## src/rtl/tdc_spi_arbiter.sv

```systemverilog
// Two-requester arbiter in front of the TDC SPI master: grants per transaction,
// forwards the owner's start/MOSI/CS_END, drains between owners, revokes stalled owners.
module tdc_spi_arbiter #(
  parameter int          PRIORITY_MODE  = 0,
  parameter logic [15:0] TIMEOUT_CYCLES = 16'd2000
) (
  input  logic        clk,
  input  logic        rst,
  input  logic [1:0]  req,
  input  logic [1:0]  start_in,
  input  logic [15:0] mosi_in,
  input  logic [1:0]  cs_end_in,
  output logic [1:0]  gnt,
  output logic [1:0]  busy_out,
  output logic [7:0]  miso_out,
  output logic        spi_start,
  output logic [7:0]  spi_mosi,
  output logic        spi_cs_end,
  input  logic        spi_busy,
  input  logic [7:0]  spi_miso,
  output logic        timeout_flag,
  output logic        proto_err
);

  typedef enum logic [1:0] {IDLE, GRANT, DRAIN} state_t;

  state_t      state, state_nx;
  logic        owner, owner_nx;
  logic        rr_ptr, rr_nx;
  logic [15:0] wd_cnt, wd_nx;
  logic [1:0]  gnt_nx;
  logic        start_nx, cs_end_nx, tflag_nx, perr_nx;
  logic [7:0]  mosi_nx;

  logic        own_req, own_start, own_cs_end;
  logic [7:0]  own_mosi;

  function automatic logic [15:0] sat_inc(input logic [15:0] v);
    return (v == 16'hFFFF) ? v : v + 16'd1;
  endfunction

  // Fixed priority favours requester 0; round-robin hands a tie to the one not served last.
  function automatic logic pick_winner(input logic [1:0] r, input logic last);
    if (r == 2'b10) return 1'b1;
    if (r == 2'b11 && PRIORITY_MODE != 0) return ~last;
    return 1'b0;
  endfunction

  assign own_req    = req[owner];
  assign own_start  = start_in[owner];
  assign own_cs_end = cs_end_in[owner];
  assign own_mosi   = owner ? mosi_in[15:8] : mosi_in[7:0];

  assign busy_out = {gnt[1] ? spi_busy : 1'b1, gnt[0] ? spi_busy : 1'b1};
  assign miso_out = spi_miso;

  always_comb begin
    state_nx  = state;
    owner_nx  = owner;
    rr_nx     = rr_ptr;
    wd_nx     = wd_cnt;
    gnt_nx    = gnt;
    start_nx  = 1'b0;
    mosi_nx   = spi_mosi;
    cs_end_nx = spi_cs_end;
    tflag_nx  = 1'b0;
    perr_nx   = 1'b0;
    case (state)
      IDLE: begin
        gnt_nx    = 2'b00;
        cs_end_nx = 1'b1;
        if (req != 2'b00) begin
          owner_nx = pick_winner(req, rr_ptr);
          rr_nx    = owner_nx;
          gnt_nx   = owner_nx ? 2'b10 : 2'b01;
          wd_nx    = 16'd0;
          state_nx = GRANT;
        end
      end
      GRANT: begin
        // A start is only forwarded when the master is idle and not already being started.
        start_nx  = own_start & ~spi_busy & ~spi_start;
        perr_nx   = own_start & (spi_busy | spi_start);
        mosi_nx   = own_mosi;
        cs_end_nx = own_cs_end;
        if (own_start || spi_busy) begin
          wd_nx = 16'd0;
        end else begin
          wd_nx = sat_inc(wd_cnt);
          if (wd_cnt == TIMEOUT_CYCLES - 16'd1) begin
            tflag_nx = 1'b1;
            gnt_nx   = 2'b00;
            state_nx = DRAIN;
          end
        end
        if (!own_req) begin
          gnt_nx   = 2'b00;
          state_nx = DRAIN;
        end
      end
      DRAIN: begin
        gnt_nx    = 2'b00;
        cs_end_nx = 1'b1;
        if (!spi_busy && !spi_start) state_nx = IDLE;
      end
      default: begin
        gnt_nx   = 2'b00;
        state_nx = IDLE;
      end
    endcase
  end

  always_ff @(posedge clk) begin
    if (rst) begin
      state        <= IDLE;
      owner        <= 1'b0;
      rr_ptr       <= 1'b0;
      wd_cnt       <= 16'd0;
      gnt          <= 2'b00;
      spi_start    <= 1'b0;
      spi_mosi     <= 8'h00;
      spi_cs_end   <= 1'b1;
      timeout_flag <= 1'b0;
      proto_err    <= 1'b0;
    end else begin
      state        <= state_nx;
      owner        <= owner_nx;
      rr_ptr       <= rr_nx;
      wd_cnt       <= wd_nx;
      gnt          <= gnt_nx;
      spi_start    <= start_nx;
      spi_mosi     <= mosi_nx;
      spi_cs_end   <= cs_end_nx;
      timeout_flag <= tflag_nx;
      proto_err    <= perr_nx;
    end
  end

endmodule

```

## config.mk

```make
export PLATFORM = sky130hd
export DESIGN_NAME = tdc_spi_arbiter
export DESIGN_NICKNAME = d
export VERILOG_FILES = /design/src/rtl/tdc_spi_arbiter.sv
export SDC_FILE = /design/constraint.sdc
export NUM_CORES = 1
export LEC_CHECK = 0
export BUFFER_PORTS_ARGS = -buffer_cell sky130_fd_sc_hd__buf_2
export CAP_MARGIN = 20
export CORE_MARGIN = 4
export CORE_UTILIZATION = 25
export DETAILED_ROUTE_END_ITERATION = 8
export GPL_ROUTABILITY_DRIVEN = 0
export PLACE_DENSITY = 0.53
export SETUP_SLACK_MARGIN = 0.5
export SYNTH_ARGS = -nofsm -noshare
export SYNTH_HDL_FRONTEND = slang
export SYNTH_SLANG_ARGS = --single-unit
```

## constraint.sdc

```tcl
create_clock -name clk -period 1.9 [get_ports clk]
set_clock_uncertainty 0.05 [all_clocks]
set_input_delay 0.19 -clock clk [delete_from_list [all_inputs] [get_ports clk]]
set_output_delay 0.19 -clock clk [all_outputs]
set_load 0.1 [all_outputs]
```

## Word level (Yosys, flattened, before mapping)

Cells that the tools add are included.

| storage, ports and cells | value |
|---|---|
| input bits | 33 |
| logic and storage cells | 77 |
| register bits after elaboration | 33 |

| operators by class | value |
|---|---|
| reduce and logical (&&, ||, !) cells | 15 |
| $add $sub $neg | 1 |
| equal/unequal tests | 10 |
| magnitude comparators | 1 |
| bitwise logic cells | 7 |
| muxes and demuxes | 34 |

Operators by type and width:

| cell | count |
|---|---|
| two-way mux 16 bit | 3 |
| case mux 16 bit (2 select lines) | 1 |
| two-way mux 2 bit | 10 |
| adder 16 x 1 -> 16 bit, second input constant | 1 |
| equality test 16 x 11 -> 1 bit, second input constant | 1 |
| equality test 16 bit, second input constant | 1 |
| two-way mux 1 bit | 16 |
| inequality test 3 bit, second input constant | 3 |
| two-way mux 8 bit | 1 |
| case mux 2 bit (3 select lines) | 1 |
| nonzero test 2 bit | 3 |
| equality test 2 bit, second input constant | 2 |
| inequality test 2 bit, second input constant | 2 |
| case mux 2 bit (2 select lines) | 1 |
| AND reduction 2 bit | 2 |
| AND reduction 4 bit | 1 |
| OR reduction 2 bit | 2 |
| bitwise AND 1 bit | 3 |
| inverter 1 bit | 3 |
| AND reduction 3 bit | 1 |
| OR reduction 3 bit | 1 |
| equality test 2 x 1 -> 1 bit, second input constant | 1 |
| logical NOT 1 bit | 2 |
| logical NOT 2 bit | 1 |
| other kinds (5) | 5 |

## Logic depth before layout (Yosys ltp)

| depth | value |
|---|---|
| word-level depth | 10 |
| depth in mapped cells | 7 |
| mapped depth without buffers | 5 |

## Least setup slack after synthesis

Ideal clock, no wire load.

| timing | value |
|---|---|
| kind | flip-flop to output port |
| from | register gnt[0] |
| to | output busy_out[0] |
| setup slack | -128 ps |
| arrival time | 1788 ps |
| buffers on the path | 0 |
| cell stages (with the launch flop) | 2 |
| path through | dfxtp_1 > nand2_1 |

| between the ends | value |
|---|---|
| cells in the longest elaborated chain, start to end | 1 |

Ends and longest elaborated chain:

| item | RTL line | text |
|---|---|---|
| start: declaration | 13 | `output logic [1:0] gnt,` |
| start signal: assignment | 130 | `gnt <= gnt_nx;` |
| two-way mux 1 bit | 54 | `assign busy_out = {gnt[1] ? spi_busy : 1'b1, gnt[0] ? spi_busy : 1'b1};` |
| end: declaration | 14 | `output logic [1:0] busy_out,` |

Every way passes these cells.

## Worst setup path after layout

| timing | value |
|---|---|
| from | register wd_cnt[8] |
| to | register wd_cnt[9] |

| between the ends | value |
|---|---|
| cells in the longest elaborated chain, start to end | 4 |
| elaborated cells between the ends (all ways) | 7 |
| classes of those cells | 1 x add/sub; 2 x eq/ne; 3 x mux; 1 x reduce/logical |

Ends and longest elaborated chain:

| item | RTL line | text |
|---|---|---|
| start: declaration | 30 | `logic [15:0] wd_cnt, wd_nx;` |
| start signal: assignment | 129 | `wd_cnt <= wd_nx;` |
| adder 16 x 1 -> 16 bit | 39 | `return (v == 16'hFFFF) ? v : v + 16'd1;` |
| two-way mux 16 bit | 39 |  |
| two-way mux 16 bit | 86 | `if (own_start \|\| spi_busy) begin` |
| case mux 16 bit (2 select lines) | 68 | `case (state)` |

Several ways; a longest one is shown, not always the timed one. The select of a mux whose other input is x is not followed.
A chain may end at the register's enable or synchronous reset.

==> impl_metrics.yaml <==
status:
  status: "finished, final reports clean"
timing:
  worst_pin_slew_ns: 0.492
  hold_violations: 0
  report.final.slew_viol_count: 0
  finalCritPeriodShare_pct: 91.1
  relSlewSlack_pct: 67.4
  fin_crit_ns: 1.73
  setup_tns_ns: 0
  rsz0062_at_grt: "true"
  setup_viol: 0
  holdWs_ns: 0.107
  fmax_mhz: 578
final_layout:
  utilization_pct: 35.6
  drive_above_1_share_pct: 43.0
  diodes: 0
  seq_area_um2: 691
  multi_input_area_um2: 1080
  area_growth_syn_to_layout_pct: 37.1
  final_cells: 347
  nFillCells: 722
  fin_nets: 284
synthesis:
  async_reset_ff_share_pct: 0
  yosysTopAreaCellShare_pct: 37.2
  synthDistinctLibCells: 49
  synth_area_um2: 1780
  ys_ff_latch: 33
  synth_most_common_cell: "dfxtp_1"
  synth_edf_count: 0
  ys_seq_area_share_pct: 37.2
  yosys-top-cells-count: "33 x dfxtp_1, 22 x nand2_1, 18 x nor2_1, 13 x a211oi_1, 11 x mux2i_1"
  ys.warnings.count: 0
  syn_nets: 234
  ys.flop_type: "dfxtp_1"
  yosysTopAreaCell: "dfxtp_1"
  synthCells: 200
  synth_area_per_cell_um2: 8.88
  synthTopCellsByArea: "dfxtp_1 37%, mux2i_1 6.2%, a211oi_1 5.5%"
cts:
  root_buffer: "clkbuf_8"
  htree_num_levels: 2
  postCtsHoldBufs: 0
  cts.sinks: 33
  cts_buffers: 5
  path_clk_slew_ns: 0.07
  clock_latency_ns: 0.28
  clk_path_buf_depth: 2
  cts_tree: "yes"
route:
  viasPerCell: 4.85
  vias: 1682
  dr.pass1.iters: 4
  drt-total-wl_um: 4710
  wl_per_cell_um: 13.6
  route.antenna.remaining_nets: 0
  drtIter0Drc: 72
  drc: 0
power:
  irDropWorstVdd_mv: 0.453
  power_leakage_uw: 0.000895
  power_density_nw_per_um2: 769
worst_setup_path:
  cp.arrival_ns: 1.88
  end_kind: "register"
  critPathKind: "register to register"
  crit_required_ns: 2.05
  path_max_fanout: 8
  startpoint_type: "register"
floorplanning:
  io_pins: 57
  die_h_um: 92.3
  die_x_um: 92.3
  die-area_um2: 8510
  rows: 30
  start_util_pct: 26.0
  core_um2: 6830
job:
  maxCapViolations: 0
place:
  io_buffer_count: 40
  dp.cells: 328
  dp_hpwl_um: 3220
grt:
  grt_util_all_layers_pct: 11.2
  grt_overflow: 0
  grt_pass1_wl_um: 7730
  grt_max_degree: 30
  antenna_found_initial: 0
  grt_pass1_vias: 1588
min_path:
  hold_path.class: "input port to register"
[cells by family after synthesis]
kind of cell               synth area share, %
AOI/OAI and AO/OA                         23.9
adders and majority gates                0.705
DFF                                       37.2
muxes                                     8.10
and+or+nand+nor                           22.3
buffers and inverters                     7.75
[layer usage]
metal / part of all wire, % / vias up / GRT usage [%]
li1: - / 852 / -
met1: 47 / 768 / 14.9
met2: 46 / 54 / 17.3
met3: 5.8 / 8 / 3.12
met4: 1.2 / 0 / 3.96
met5: 0 / - / 0
[repair_timing]
item / CTS / global route
setup endpoints to repair: 22 / 22
resized for setup: 5 / 5
gates cloned: 1 / 0
pin swaps: 5 / 5
buffers inserted: 7 / 3
[power breakdown]
| part | switching [uW] | total, uW | internal, uW | leakage [uW] |
|---|---|---|---|---|
| Combinational | 394 | 567 | 174 | 0.000574 |
| Sequential | 27.2 | 750 | 722 | 0.000276 |
| Clock | 260 | 555 | 296 | 0.0000455 |
[path summary, 6_finish.rpt]
| path | from | to | slack, ns | depth (start not counted) |
|---|---|---|---|---|
| worst min register to register | spi_start$_SDFF_PP0_ | spi_start$_SDFF_PP0_ | 0.36 | 1 |
| worst min-delay path | spi_busy | spi_start$_SDFF_PP0_ | 0.11 | 2 |
| worst max-delay path | wd_cnt[8]$_SDFFE_PP0P_ | wd_cnt[9]$_SDFFE_PP0P_ | 0.17 | 6 |
| worst max register to register | wd_cnt[8]$_SDFFE_PP0P_ | wd_cnt[9]$_SDFFE_PP0P_ | 0.17 | 6 |
[cell usage in the layout (no fill, tap or decap), drive strengths merged, types with 6 or more instances in the layout]
master | netlist | final
a211oi | 13 | 13
a21oi | 9 | 9
a311oi | 6 | 6
buf | 15 | 63
clkbuf | 5 | 8
dfxtp | 33 | 33
mux2i | 11 | 11
nand2 | 22 | 22
nand3 | 8 | 8
nor2 | 18 | 18
nor3 | 6 | 6
[critical path: stages, from the launching register on]
cell	delay, ns
dfxtp_4	0.38
nand4_4	0.14
nor4_4	0.40
a41oi_4	0.21
buf_12	0.18
buf_16	0.14
a211oi_2	0.16
[registers in the layout (all words and copies together), names as in the netlist]
| signal | count |
|---|---|
| spi_cs_end | 1 |
| wd_cnt | 16 |
| proto_err | 1 |
| spi_start | 1 |
| gnt | 2 |
| state | 2 |
| owner | 1 |
| timeout_flag | 1 |
| spi_mosi | 8 |
[final cells by class]
class / count / share of cell area [%]
Timing Repair Buffer: 63 / 17.8
Multi-Input combinational cell: 143 / 44.6
Inverter: 4 / 0.617
Sequential cell: 33 / 28.4
Clock buffer: 8 / 3.70
Tap cell: 96 / 4.93
[through the flow]
step	worst slack (ns)	power, uW	cell area [um2]
global placement	0.0581	1280	2190
CTS	0.181	1870	2380
floorplan	0.314	1260	1910
detailed placement	-0.0257	1280	2190
finish	0.170	1870	2430
global route	0.0959	1950	2430
No activity file was read; power rests on OpenSTA's default activity.
